==> src/rtl/jk_latch_sequencer_pkg.sv <==
`default_nettype none
// ============================================================================
// Module      : jk_latch_sequencer_pkg
// Description : Shared command encodings, FSM state type and the expected-q
//               rule used by the JK latch sequencer.
// Revision    : 1.0 - initial release
// ============================================================================
package jk_latch_sequencer_pkg;

    // JK command encodings, {j,k}
    localparam logic [1:0] CMD_HOLD   = 2'b00;
    localparam logic [1:0] CMD_RESET  = 2'b01;
    localparam logic [1:0] CMD_SET    = 2'b10;
    localparam logic [1:0] CMD_TOGGLE = 2'b11;

    // Sequencer states
    typedef enum logic [2:0] {
        ST_IDLE    = 3'd0,
        ST_SETUP   = 3'd1,
        ST_ENABLE  = 3'd2,
        ST_HOLD    = 3'd3,
        ST_CAPTURE = 3'd4
    } state_t;

    // Value q should hold after a command, given q before the pulse
    function automatic logic expected_q(input logic [1:0] cmd, input logic q_prev);
        logic v;
        case (cmd)
            CMD_RESET:  v = 1'b0;
            CMD_SET:    v = 1'b1;
            CMD_TOGGLE: v = ~q_prev;
            default:    v = q_prev;
        endcase
        return v;
    endfunction

endpackage
`default_nettype wire

==> src/rtl/rr_arbiter_2.sv <==
`default_nettype none
// ============================================================================
// Module      : rr_arbiter_2
// Description : Two-way round-robin arbiter. Grant is combinational; the
//               priority pointer advances only when a grant is consumed.
// Revision    : 1.0 - initial release
// ============================================================================
module rr_arbiter_2 (
    input  logic       clk,
    input  logic       rst,
    input  logic [1:0] req,
    input  logic       update,
    output logic [1:0] grant
);

    // Requester that wins a tie; requester 0 first after reset
    logic r_ptr;

    // Combinational grant: a lone requester wins, a tie goes to r_ptr
    always_comb begin
        grant = 2'b00;
        case (req)
            2'b01:   grant = 2'b01;
            2'b10:   grant = 2'b10;
            2'b11:   grant = r_ptr ? 2'b10 : 2'b01;
            default: grant = 2'b00;
        endcase
    end

    // Hand priority to the other requester after each consumed grant
    always_ff @(posedge clk or posedge rst) begin
        if (rst) begin
            r_ptr <= 1'b0;
        end else if (update && (grant != 2'b00)) begin
            r_ptr <= ~grant[1];
        end
    end

endmodule
`default_nettype wire

==> src/rtl/jk_latch_sequencer.sv <==
`default_nettype none
// ============================================================================
// Module      : jk_latch_sequencer
// Description : Shares one JK latch between two requesters. Each accepted
//               command runs setup -> enable pulse -> hold -> capture so j/k
//               never move while e=1, then returns a one-cycle response with
//               the captured q and an error flag.
// Revision    : 1.0 - initial release
// ============================================================================
module jk_latch_sequencer
    import jk_latch_sequencer_pkg::*;
#(
    parameter int SETUP_CYC = 2,
    parameter int PULSE_CYC = 2,
    parameter int HOLD_CYC  = 1,
    parameter int CNT_W     = 4
) (
    input  logic       clk,
    input  logic       rst,
    input  logic       req0_valid,
    input  logic [1:0] req0_cmd,
    output logic       req0_ready,
    input  logic       req1_valid,
    input  logic [1:0] req1_cmd,
    output logic       req1_ready,
    output logic       j,
    output logic       k,
    output logic       e,
    input  logic       q,
    input  logic       q_bar,
    output logic       rsp_valid,
    output logic       rsp_id,
    output logic       rsp_q,
    output logic       rsp_err
);

    localparam logic [CNT_W-1:0] c_setup = CNT_W'(SETUP_CYC);
    localparam logic [CNT_W-1:0] c_pulse = CNT_W'(PULSE_CYC);
    localparam logic [CNT_W-1:0] c_hold  = CNT_W'(HOLD_CYC);
    localparam logic [CNT_W-1:0] c_one   = CNT_W'(1);

    state_t           r_state;
    logic [CNT_W-1:0] r_cnt;
    logic [1:0]       r_cmd;
    logic             r_id;
    logic             r_qprev;

    logic             w_idle;
    logic [1:0]       w_grant;
    logic             w_accept;
    logic [1:0]       w_cmd;

    assign w_idle     = (r_state == ST_IDLE);
    assign req0_ready = w_idle & w_grant[0];
    assign req1_ready = w_idle & w_grant[1];
    assign w_accept   = req0_ready | req1_ready;
    assign w_cmd      = w_grant[1] ? req1_cmd : req0_cmd;

    rr_arbiter_2 u_arb (
        .clk    (clk),
        .rst    (rst),
        .req    ({req1_valid, req0_valid}),
        .update (w_accept),
        .grant  (w_grant)
    );

    // Command sequencer: phase counter reloads per phase and counts down to 1
    always_ff @(posedge clk or posedge rst) begin
        if (rst) begin
            r_state   <= ST_IDLE;
            r_cnt     <= '0;
            r_cmd     <= CMD_HOLD;
            r_id      <= 1'b0;
            r_qprev   <= 1'b0;
            j         <= 1'b0;
            k         <= 1'b0;
            e         <= 1'b0;
            rsp_valid <= 1'b0;
            rsp_id    <= 1'b0;
            rsp_q     <= 1'b0;
            rsp_err   <= 1'b0;
        end else begin
            rsp_valid <= 1'b0;
            case (r_state)
                ST_IDLE: begin
                    if (w_accept) begin
                        r_cmd   <= w_cmd;
                        r_id    <= w_grant[1];
                        {j, k}  <= w_cmd;
                        e       <= 1'b0;
                        r_cnt   <= c_setup;
                        r_state <= ST_SETUP;
                    end
                end
                ST_SETUP: begin
                    // q before the pulse is the reference for HOLD/TOGGLE
                    if (r_cnt == c_setup) begin
                        r_qprev <= q;
                    end
                    if (r_cnt == c_one) begin
                        e       <= 1'b1;
                        // a single-cycle pulse keeps a toggle from racing
                        r_cnt   <= (r_cmd == CMD_TOGGLE) ? c_one : c_pulse;
                        r_state <= ST_ENABLE;
                    end else begin
                        r_cnt <= r_cnt - c_one;
                    end
                end
                ST_ENABLE: begin
                    if (r_cnt == c_one) begin
                        e       <= 1'b0;
                        r_cnt   <= c_hold;
                        r_state <= ST_HOLD;
                    end else begin
                        r_cnt <= r_cnt - c_one;
                    end
                end
                ST_HOLD: begin
                    if (r_cnt == c_one) begin
                        r_state <= ST_CAPTURE;
                    end else begin
                        r_cnt <= r_cnt - c_one;
                    end
                end
                ST_CAPTURE: begin
                    rsp_valid <= 1'b1;
                    rsp_id    <= r_id;
                    rsp_q     <= q;
                    rsp_err   <= (q == q_bar) | (q != expected_q(r_cmd, r_qprev));
                    j         <= 1'b0;
                    k         <= 1'b0;
                    r_state   <= ST_IDLE;
                end
                default: begin
                    e       <= 1'b0;
                    j       <= 1'b0;
                    k       <= 1'b0;
                    r_state <= ST_IDLE;
                end
            endcase
        end
    end

endmodule
`default_nettype wire
==> config.mk <==
export PLATFORM = sky130hd
export DESIGN_NAME = jk_latch_sequencer
export DESIGN_NICKNAME = d
export VERILOG_FILES = /design/src/rtl/jk_latch_sequencer_pkg.sv /design/src/rtl/rr_arbiter_2.sv /design/src/rtl/jk_latch_sequencer.sv
export SDC_FILE = /design/constraint.sdc
export NUM_CORES = 1
export LEC_CHECK = 0
export CORE_MARGIN = 2
export CORE_UTILIZATION = 34
export CTS_BUF_LIST = sky130_fd_sc_hd__clkbuf_4 sky130_fd_sc_hd__clkbuf_8
export DETAILED_ROUTE_END_ITERATION = 8
export DONT_BUFFER_PORTS = 1
export PLACE_DENSITY_LB_ADDON = 0.05
export SETUP_SLACK_MARGIN = 0.05
export SLEW_MARGIN = 20
export SYNTH_ARGS = -nofsm -noshare
export SYNTH_HDL_FRONTEND = slang
export SYNTH_SLANG_ARGS = --single-unit
==> constraint.sdc <==
create_clock -name clk -period 2 [get_ports clk]
set_clock_uncertainty 0.05 [all_clocks]
set_input_delay 0.3 -clock clk [delete_from_list [all_inputs] [get_ports clk]]
set_output_delay 0.3 -clock clk [all_outputs]
set_load 0.01 [all_outputs]
==> Yosys cells after proc, flatten, opt, wreduce, memory -nomap -nowiden <==
Cells that the tools add are included.
{ "classes": {"addsub": 1, "n_eq_ne": 19, "mux": 25, "bitwise": 8, "n_reduce_logical": 12} }
{ "op_table": {"columns": ["operator", "count"], "rows": [
  ["$mux 4", 4],
  ["$pmux 4 s4", 1],
  ["$mux 3", 4],
  ["$pmux 3 s4", 1],
  ["$eq 2x2->1 const B", 4],
  ["$ne 2x2->1 const B", 4],
  ["$reduce_and 4->1", 2],
  ["$mux 1", 7],
  ["$eq 3x2->1 const B", 2],
  ["$mux 2", 3],
  ["$pmux 2 s3", 1],
  ["$reduce_and 2->1", 3],
  ["$eq 2x1->1 const B", 2],
  ["$eq 4x1->1 const B", 1],
  ["$eq 4x2->1 const B", 1],
  ["$not 1->1", 4],
  ["$pmux 1 s2", 2],
  ["$pmux 1 s4", 1],
  ["$reduce_bool 4->1", 1],
  ["$sub 4x1->4 const B", 1],
  ["$eq 3x1->1 const B", 1],
  ["$eq 3x3->1 const B", 1],
  ["$logic_not 3->1", 1],
  ["$pmux 1 s3", 1],
  ["other kinds (10)", 12]
]} }
{ "word_totals": {"regBits": 19, "inputBits": 10, "output_inout_bits": 9, "wordCells": 78} }

==> Longest topological paths before layout <==
{ "logic_depth": {"ltp_word": 6, "ltp_mapped": 6, "depth_no_buf": 6} }

==> By module <==
From an unflattened synthesis, not the netlist that was laid out.
{ "hier_totals": {"hier_cells": 100, "area_unflattened_um2": 1001.0} }
{ "by_module_without_submodules": {"columns": ["module", "n_inst", "cells_per_inst", "area_each_um2", "seq_area_each_um2"], "rows": [
  ["jk_latch_sequencer", 1, 93, 942.2, 450.4],
  ["rr_arbiter_2", 1, 7, 58.8, 25.0]
]} }

==> Worst setup path after synthesis <==
No wires, ideal clock.
{ "synth_path": {"path_kind": "register to register", "startpoint": "reg r_cnt[1]", "endpoint": "reg r_cnt[0]", "setup_time_ns": 0.080, "t_arrival_ns": 1.541, "required_time_ns": 1.870, "setup_slack_ns": 0.329, "path_stages_with_launch": 7, "path_buffers": 0, "synth_period_minus_slack_ns": 1.671, "path_cell_list": "dfrtp_1 > inv_1 > ha_1 > nor3b_4 > a311o_1 > a31o_1 > o22ai_2"} }
{ "synth_between": {"elab_chain_cells": 3, "word_cells_on_any_way": 6, "cone_classes": "eq/ne: 2; mux: 3; reduce/logical: 1"} }
{ "synth_lines": {"columns": ["element", "line_no", "rtl"], "rows": [
  ["start: declaration", "jk_latch_sequencer.sv:43", "logic [CNT_W-1:0] r_cnt;"],
  ["start signal: assignment", "jk_latch_sequencer.sv:91", "r_cnt <= c_setup;"],
  ["start signal: assignment", "jk_latch_sequencer.sv:103", "r_cnt <= (r_cmd == CMD_TOGGLE) ? c_one : c_pulse;"],
  ["start signal: assignment", "jk_latch_sequencer.sv:106", "r_cnt <= r_cnt - c_one;"],
  ["$eq 4x1->1 *", "jk_latch_sequencer.sv:100, jk_latch_sequencer.sv:110, jk_latch_sequencer.sv:119", null],
  ["$mux 4, or another cell as far along", "jk_latch_sequencer.sv:110", "if (r_cnt == c_one) begin"],
  ["$pmux 4 s4 or $reduce_and 3->1 (tied branches)", null, null]
]} }
Every way passes the cells marked *; elsewhere a longest branch is shown, timed or not.
A chain may end at the register's enable or synchronous reset.

==> Worst setup path after layout <==
{ "layout_path": {"startpoint": "reg r_state[2]", "endpoint": "out req1_ready"} }
{ "layout_between": {"elab_chain_cells": 2} }
{ "layout_lines": {"columns": ["element", "line_no", "rtl"], "rows": [
  ["start: declaration", "jk_latch_sequencer.sv:42", "state_t r_state;"],
  ["start signal: assignment", "jk_latch_sequencer.sv:70", "r_state <= ST_IDLE;"],
  ["start signal: assignment", "jk_latch_sequencer.sv:92", "r_state <= ST_SETUP;"],
  ["start signal: assignment", "jk_latch_sequencer.sv:104", "r_state <= ST_ENABLE;"],
  ["$logic_not 3->1", "jk_latch_sequencer.sv:53", "assign w_idle = (r_state == ST_IDLE);"],
  ["$and 1x1->1", "jk_latch_sequencer.sv:55", "assign req1_ready = w_idle & w_grant[1];"],
  ["end: declaration", "jk_latch_sequencer.sv:25", "output logic req1_ready,"]
]} }
Every way passes these cells.

==> impl_metrics.json <==
{
  "grt_max_degree": 20,
  "area_delta_synth_final_pct": 11.2,
  "die_area_sq_um": 3450,
  "endpoint_kind": "output pin",
  "yosys_register_bits": 19,
  "die_w_um": 58.7,
  "finalCritPeriodShare": 0.911,
  "fin_area_sq_um": 1130,
  "layout_commonest_cell": "dfrtp_1",
  "start_util": 0.363,
  "startpoint_type": "register",
  "place.gp.congestion": 0.796,
  "ys_seq_area_frac": 0.467,
  "syn_inst": 105,
  "routed-wl-met3_um": 106,
  "path_cells": "buf_4, nor4_1",
  "status": "completed",
  "wl_per_cell_um": 15.2,
  "clock_sinks": 19,
  "cts_max_level": 1,
  "drt-initial-drc-count": 25,
  "remaining_drc_errors": 0,
  "hpwl_um": 1520,
  "relSlewSlack": 0.469,
  "hp-class": "in -> reg",
  "setup_tns_ns": 0,
  "grt_pass1_vias": 779,
  "fillerInstances": 285,
  "wl_um": 2190,
  "regArea_sq_um": 475,
  "ios": 19,
  "ant_nets": 0,
  "clockBufferDepth": 2,
  "yosys_warnings": 0,
  "syn_area_per_cell_sq_um": 9.70,
  "fin_nets": 127,
  "cp_max_fo": 11,
  "first_pass_iters": 4,
  "p_leak_nw": 0.514,
  "clk_pin_slew_worst_paths_ns": 0.11,
  "placed_area_sq_um": 1060,
  "grt-ovfl-total": 0,
  "slowest_stage": "nor4_1",
  "antenna_found_initial": 0,
  "worst-setup-path-type": "reg -> out",
  "finalSetupViolations": 0,
  "multi_input_area_sq_um": 495,
  "wl_met2_um": 924,
  "worst_pin_slew_ns": 0.792,
  "synth_cell_types": 38,
  "synth.net_count": 118,
  "vias_per_cell": 5.36,
  "largest_register": "r_cnt",
  "cts-root-buf": "clkbuf_4",
  "largest_reg_flops": 4,
  "powerDensity_nw_per_um2": 1520,
  "portBuffers": 0,
  "insertion_delay_ns": 0.30,
  "rsz0062_at_grt": "false",
  "netlist_area_sq_um": 1020,
  "slew_violations": 0,
  "coreArea_sq_um": 2810,
  "crit_path_max_incr_delay_ns": 0.58,
  "num_antenna_cells": 0,
  "irDropWorstVdd_mv": 0.536,
  "grt.total_usage": 0.147,
  "cts_tree": "done",
  "period_minus_slack_ns": 1.82,
  "layout_common_cells": "dfrtp_1, nand2_1, inv_1",
  "vias": 772,
  "numCtsBuffers": 3,
  "drive_gt1_frac": 0.150,
  "reg_top3": "r_cnt x4, r_state x3, r_cmd x2",
  "top_layer_used": "met4",
  "drt-met1-wl_um": 1130,
  "placementRows": 19,
  "grt_pass1_wl_um": 3710,
  "maxClockFrequency_mhz": 549,
  "crit_required_ns": 1.65,
  "drv_cap": 0,
  "hold_violations": 0,
  "die_y_um": 58.7,
  "arrival_ns": 1.47
}
## worst max-delay path: cells and delay by family, from the launching register on
kind,cells,cell delay (ns)
buffers and inverters,1,0.18
AND/OR/NAND/NOR,1,0.58
flip-flops,1,0.41
## Yosys cell counts
library cell	instances	area share
dfrtp_1	19	0.47
o21ai_0	6	0.029
mux2_2	2	0.022
buf_2	2	0.0098
nor3_2	1	0.0098
nor3b_4	1	0.018
nor2b_1	2	0.012
and3_1	1	0.0061
mux2i_1	2	0.020
a31oi_1	1	0.0061
o221ai_1	1	0.0086
nor4_1	2	0.012
nand3b_1	3	0.022
a311o_1	1	0.0098
a31o_1	1	0.0086
a32oi_1	1	0.0086
o2bb2ai_1	1	0.0086
nor3_1	1	0.0049
a32o_1	1	0.0098
o31a_1	1	0.0086
a21oi_1	7	0.034
o22ai_2	1	0.012
o21a_1	2	0.015
inv_1	8	0.029
o311ai_2	1	0.016
o21bai_1	1	0.0074
ha_1	3	0.037
clkbuf_1	2	0.0074
xnor2_1	1	0.0086
o21ai_1	3	0.015
nand2b_1	2	0.012
nand3_1	1	0.0049
o31ai_1	1	0.0074
or3_1	1	0.0061
nor2_1	2	0.0074
a21o_1	1	0.0074
nand2_1	17	0.063
or4_1	1	0.0074
## worst paths after layout
| path | from | endpoint | slack, ns | cells past startpoint |
|---|---|---|---|---|
| max in group asynchronous | rst | r_state[1] | 0.91 | 2 |
| hold reg to reg | r_cmd[0] | r_cmd[0] | 0.48 | 2 |
| setup reg to reg | r_cnt[1] | r_cnt[1] | 0.18 | 5 |
| min in group asynchronous | rst | r_cnt[0] | 0.52 | 2 |
| setup / recovery | r_state[2] | req1_ready | 0.18 | 2 |
| hold / removal | req1_valid | u_arb.r_ptr | 0.03 | 1 |
## logic make-up (layout without fill, tap and decap cells)
group | count (synthesis) | count (layout) | share of synthesized area
AO/OA/AOI/OAI | 31 | 31 | 0.213
AND/OR/NAND/NOR | 35 | 35 | 0.187
XOR/XNOR | 1 | 1 | 0.00860
multiplexers | 4 | 4 | 0.0418
adder cells (fa/ha/maj) | 3 | 3 | 0.0369
flip-flops | 19 | 19 | 0.467
buffers and inverters | 12 | 20 | 0.0467
## through the flow
| step | utilization | hold slack, ns | power (W) | setup WS [ns] | std cells |
|---|---|---|---|---|---|
| after CTS | 0.393 | 0.0185 | 0.00170 | 0.145 | 140 |
| after global routing | 0.404 | 0.00585 | 0.00190 | 0.0762 | 144 |
| after global placement | 0.379 | 0.325 | 0.00148 | 0.227 | 135 |
| final | 0.404 | 0.0328 | 0.00172 | 0.177 | 144 |
| after floorplan | - | 0.201 | 0.00131 | 0.329 | 105 |
| after detailed placement | 0.379 | 0.322 | 0.00147 | 0.179 | 135 |
## metal layers
| layer | global-route usage | vias up |
|---|---|---|
| met2 | 0.214 | 23 |
| met1 | 0.206 | 358 |
| met4 | 0.0487 | 0 |
| met3 | 0.0462 | 4 |
| li1 | - | 387 |
| met5 | 0 | - |
## final cells by class
class,instances,area share
flip-flops and latches,19,0.420
well taps,31,0.0343
multi-input cells,74,0.438
repair buffers,8,0.0552
inverters,8,0.0265
clock buffers,4,0.0265
## power breakdown
group / internal, W / switching [W] / total (W)
clock network: 0.0000914 / 0.000121 / 0.000213
registers: 0.000553 / 0.000192 / 0.000745
logic: 0.000372 / 0.000391 / 0.000763
total: 0.00102 / 0.000704 / 0.00172
## timing repair
item | CTS | global route
resized for setup | 0 | 0
hold buffers | 1 | 0
endpoints found under the hold margin | 19 | 0
setup buffers | 0 | 4
setup endpoints to repair | 0 | 4
(Power assumes the default switching activity.)
